--- src/rtl/game_pkg.sv ---
// game_pkg: state encoding, stage indices and default timeout shared by the frame sequencer
package game_pkg;
    typedef enum logic [1:0] {IDLE, ISSUE, WAIT, FINISH} seq_state_t;
    localparam int STG_INPUT = 0;
    localparam int STG_PLAYER = 1;
    localparam int STG_MOVE = 2;
    localparam int STG_COLLIDE = 3;
    localparam int DEF_TIMEOUT_CYCLES = 1024;
endpackage

--- src/rtl/stage_watchdog.sv ---
// stage_watchdog: timeout counter cleared on stage issue, counting while the stage is awaited
module stage_watchdog
    import game_pkg::*;
#(
    parameter int TIMEOUT_CYCLES = DEF_TIMEOUT_CYCLES
) (
    input  logic clk_50,
    input  logic rst_n,
    input  logic clear,
    input  logic run,
    output logic expired
);
    localparam int CW = $clog2(TIMEOUT_CYCLES);
    logic [CW-1:0] count;
    assign expired = run && (count == CW'(TIMEOUT_CYCLES - 1));
    always_ff @(posedge clk_50 or negedge rst_n) begin
        if (!rst_n) count <= '0;
        else if (clear) count <= '0;
        else if (run && !expired) count <= count + 1'b1;
    end
endmodule

--- src/rtl/frame_sequencer.sv ---
// frame_sequencer: runs the game-logic stages in order once per refresh tick, with timeouts and overrun tracking
module frame_sequencer
    import game_pkg::*;
#(
    parameter int NUM_STAGES = 4,
    parameter int TIMEOUT_CYCLES = DEF_TIMEOUT_CYCLES,
    parameter int FRAME_W = 16,
    parameter int OVR_W = 8
) (
    input  logic                  clk_50,
    input  logic                  rst_n,
    input  logic                  enable,
    input  logic                  refresh_tick,
    input  logic                  clr_status,
    input  logic [NUM_STAGES-1:0] stage_done,
    output logic [NUM_STAGES-1:0] stage_start,
    output logic [2:0]            cur_stage,
    output logic                  busy,
    output logic                  frame_done,
    output logic [FRAME_W-1:0]    frame_count,
    output logic [OVR_W-1:0]      overrun_count,
    output logic [NUM_STAGES-1:0] timeout_mask
);
    seq_state_t state;
    logic pending;
    logic expired;
    logic [NUM_STAGES-1:0] cur_hot;
    logic done_cur;
    logic last;
    logic tick_ok;
    assign cur_hot = NUM_STAGES'(1) << cur_stage;
    assign done_cur = |(stage_done & cur_hot);
    assign last = cur_stage == 3'(NUM_STAGES - 1);
    assign tick_ok = refresh_tick && enable;
    assign busy = state != IDLE;
    stage_watchdog #(.TIMEOUT_CYCLES(TIMEOUT_CYCLES)) u_watchdog (
        .clk_50  (clk_50),
        .rst_n   (rst_n),
        .clear   (state == ISSUE),
        .run     (state == WAIT),
        .expired (expired)
    );
    always_ff @(posedge clk_50 or negedge rst_n) begin
        if (!rst_n) begin
            state <= IDLE;
            cur_stage <= '0;
            pending <= 1'b0;
            stage_start <= '0;
            frame_done <= 1'b0;
            frame_count <= '0;
            overrun_count <= '0;
            timeout_mask <= '0;
        end else begin
            stage_start <= '0;
            frame_done <= 1'b0;
            case (state)
                IDLE: if (tick_ok || pending) begin
                    state <= ISSUE;
                    cur_stage <= 3'(STG_INPUT);
                    pending <= 1'b0;
                    stage_start <= NUM_STAGES'(1) << STG_INPUT;
                end
                ISSUE: state <= WAIT;
                WAIT: if (done_cur || expired) begin
                    // a done arriving in the expiry cycle counts as a normal completion
                    if (!done_cur) timeout_mask <= timeout_mask | cur_hot;
                    if (last) begin
                        state <= FINISH;
                        frame_done <= 1'b1;
                        frame_count <= frame_count + 1'b1;
                    end else begin
                        state <= ISSUE;
                        cur_stage <= cur_stage + 3'd1;
                        stage_start <= cur_hot << 1;
                    end
                end
                FINISH: begin
                    state <= pending ? ISSUE : IDLE;
                    cur_stage <= '0;
                    pending <= 1'b0;
                    stage_start <= NUM_STAGES'(pending);
                end
                default: state <= IDLE;
            endcase
            // one tick may queue behind the running frame; further ticks are counted as dropped
            if (tick_ok && busy) begin
                if (!pending) pending <= 1'b1;
                else if (!(&overrun_count)) overrun_count <= overrun_count + 1'b1;
            end
            if (clr_status) begin
                timeout_mask <= '0;
                overrun_count <= '0;
            end
        end
    end
endmodule

--- config.mk ---
export PLATFORM = sky130hd
export DESIGN_NAME = frame_sequencer
export DESIGN_NICKNAME = d
export VERILOG_FILES = /design/src/rtl/game_pkg.sv /design/src/rtl/stage_watchdog.sv /design/src/rtl/frame_sequencer.sv
export SDC_FILE = /design/constraint.sdc
export NUM_CORES = 1
export LEC_CHECK = 0
export BUFFER_PORTS_ARGS = -buffer_cell sky130_fd_sc_hd__buf_2
export CORE_ASPECT_RATIO = 0.75
export CORE_MARGIN = 1.5
export CORE_UTILIZATION = 60
export CTS_BUF_LIST = sky130_fd_sc_hd__clkbuf_2 sky130_fd_sc_hd__clkbuf_4 sky130_fd_sc_hd__clkbuf_8
export DETAILED_ROUTE_END_ITERATION = 8
export GPL_ROUTABILITY_DRIVEN = 0
export PLACE_DENSITY = 0.85
export SETUP_SLACK_MARGIN = 0.2
export SLEW_MARGIN = 20
export SYNTH_ARGS = -nofsm -noshare
export SYNTH_HDL_FRONTEND = slang
export SYNTH_SLANG_ARGS = --single-unit
--- constraint.sdc ---
create_clock -name clk_50 -period 4.2 [get_ports clk_50]
set_input_delay 0.21 -clock clk_50 [delete_from_list [all_inputs] [get_ports clk_50]]
set_output_delay 0.21 -clock clk_50 [all_outputs]
set_load 0.1 [all_outputs]
==> flow_summary.ini <==
[worst_setup_path]
critPathTopFamily = simple AND/OR/NAND/NOR gates
crit_buf_inv = 1
cp.arrival_ns = 2.35
start_kind = flip-flop
endpoint_kind = flip-flop
critical_path.max_stage_delay_ns = 0.43
critPathMaxFanout = 11
slowest_stage = dfrtp_1
critPathRequiredTime_ns = 4.40
cp_cell_sequence = inv_1 > ha_1 > and4b_1 > o31ai_2 > nor4_1 > mux2_2
critPathKind = flip-flop to flip-flop

[logic_synthesis]
synth-async-reset-ratio_pct = 100
netlist_instances = 260
ys_types = 49
synth_edf_count = 0
synth_top_flop_cell = dfrtp_1
yosysSeqAreaShare_pct = 46.5
ys_ff_latch = 49
ys_warn_count = 0
syn_avg_cell_area_um2 = 10.1
netlist_area_um2 = 2640
syn-num-nets = 281

[timing]
slew_headroom_pct = 50.2
worst_pin_slew_ns = 0.745
tns_ns = 0
setup_viol = 0
fin_worst_skew_ns = 0.0100
setup_slack_ns = 2.04
fin_crit_sh_pct = 51.3
max_freq_ghz = 0.464
hold_violations = 0
period_needed_ns = 2.16
rsz0062_at_grt = false
drv_slew = 0

[routing]
drc_errors = 0
routed_wl_mm = 5.53
num_vias = 2176
drt-pass1-iter-count = 4
wire_per_inst_um = 15.2
ant_nets = 0
vias_per_cell = 5.99
first_iter_violations = 187

[clock_network]
cts_root_buf = clkbuf_8
cts_tree = built
postCtsResizedCells = 0
cts_buffers = 5
post-cts-setup-buffers = 0
clock_path_buffers = 2
cts_hold_buf = 0
clkLatencyLatePin_ns = 0.31
cts_num_sinks = 49
clkTransAtPathRegs_ns = 0.09
htree_levels = 2

[cells_and_area]
fillers = 308
mostFrequentLayoutCells = dfrtp_1 (49), buf_2 (44), inv_1 (16), a21oi_1 (16), nor2_1 (16)
diodes = 0
seq_area_um2 = 1230
final_common_cell = dfrtp_1
area_growth_pct = 15.0
drive_gt1_share_pct = 21.1
multi_input_area_um2 = 1320
fin_nets = 328

[status]
status = finished, final reports clean

[global_routing]
antenna_found_initial = 0
grt_start_max_net_pins = 50
grt_pass1_wl_mm = 8.85
track_usage_pct = 24.4
grt_pass1_vias = 1978
grt_overflow_total = 0

[floorplan]
row_count = 20
fp.dieW_um = 79.5
fp.dieH_um = 60.4
dieArea_um2 = 4800
initial_core_util_pct = 63.8
ios = 46
core_um2 = 4130

[placement]
io_buffers = 45
dpl_worst_slack_ns = 2.01
dpl.hpwl_mm = 3.93

[run]
cap_viol_max_count = 0

[power_and_ir_drop]
p_per_area_nw_per_um2 = 485
ir_drop_v = 0.000426
p_leak_nw = 1.44

[hold_path]
min_path_type = input pin to flip-flop
-- layer usage --
layer	vias to the layer above	global-route usage [%]	routed length [um]
li1	1045	-	-
met1	1044	32.7	2610
met2	76	39.5	2570
met3	11	4.96	278
met4	0	10.3	72
met5	-	0	0
-- report_power, final --
part	leakage [nW]	switching, mW	internal (mW)
logic	0.708	0.422	0.151
registers	0.678	0.0408	0.512
clock network	0.0588	0.160	0.185
-- per-stage QoR --
stage | util (%) | area [um2] | instances | power [mW] | hold slack (ns)
3_5_place_dp | 70.2 | 2900 | 354 | 1.13 | 0.449
4_1_cts | 73.0 | 3020 | 362 | 1.47 | 0.106
2_1_floorplan | - | 2640 | 260 | 1.00 | -0.0856
5_1_grt | 73.5 | 3030 | 363 | 1.55 | 0.205
3_3_place_gp | 70.2 | 2900 | 354 | 1.11 | 0.446
6_report | 73.5 | 3030 | 363 | 1.47 | 0.197
-- cells in the mapped netlist, types with 2 or more instances --
cell,n,area share [%]
nand3b_1,2,0.57
o2111ai_1,5,1.7
dfrtp_1,49,47
xor2_1,3,1.0
clkbuf_1,3,0.43
buf_2,3,0.57
a21oi_1,16,3.0
mux2i_1,4,1.5
nand2b_1,4,0.95
or4_1,4,1.1
and2_1,4,0.95
nor2_1,16,2.3
or3_1,5,1.2
nor4_1,5,1.2
xnor2_1,15,5.0
o21ai_0,15,2.8
nand3_1,10,1.9
mux2_2,2,0.85
and3_1,3,0.71
nor2b_1,2,0.47
and4_1,3,1.0
nand4_1,5,1.2
nand2_1,15,2.1
o31ai_1,5,1.4
inv_1,16,2.3
o211ai_1,7,2.0
ha_1,12,5.7
nor3_1,4,0.76
o22ai_1,3,0.71
-- worst register-to-register path, cell delays in order (launching register included) --
cell	delay, ns
dfrtp_1	0.43
inv_1	0.10
ha_1	0.29
and4b_1	0.32
o31ai_2	0.18
nor4_1	0.35
mux2_2	0.37
-- final cells by class --
class,count,area share [%]
timing repair buffer,47,8.09
inverter,16,1.98
sequential,49,40.4
clock inverter,2,1.28
tap,55,2.27
multi-input combinational,188,43.4
clock buffer,6,2.52
-- registers in the layout (all words and copies together), names as in the netlist --
name,cells
timeout_mask,4
state,2
u_watchdog.count,10
stage_start,4
frame_count,16
pending,1
overrun_count,8
frame_done,1
cur_stage,3
-- final timing paths --
kind | start | end | slack [ns] | depth (start not counted)
setup / recovery | state[0] | overrun_count[7] | 2.04 | 6
hold / removal | enable | pending | 0.20 | 2
setup reg to reg | state[0] | overrun_count[7] | 2.04 | 6
hold reg to reg | frame_count[15] | frame_count[15] | 0.49 | 1
max in group asynchronous | rst_n | overrun_count[5] | 3.35 | 2
min in group asynchronous | rst_n | frame_count[9] | 0.44 | 2
-- cell families (layout without fill, tap and decap cells) --
family,after synthesis,after routing,synth area share (%)
AO/OA/AOI/OAI,64,64,16.1
XOR/XNOR,18,18,5.98
adder cells (fa/ha/maj),12,12,5.70
AND/OR/NAND/NOR,87,87,19.0
multiplexers,7,7,2.94
flip-flops,49,49,46.5
buffers and inverters,23,71,3.70
(Power assumes the default switching activity.)
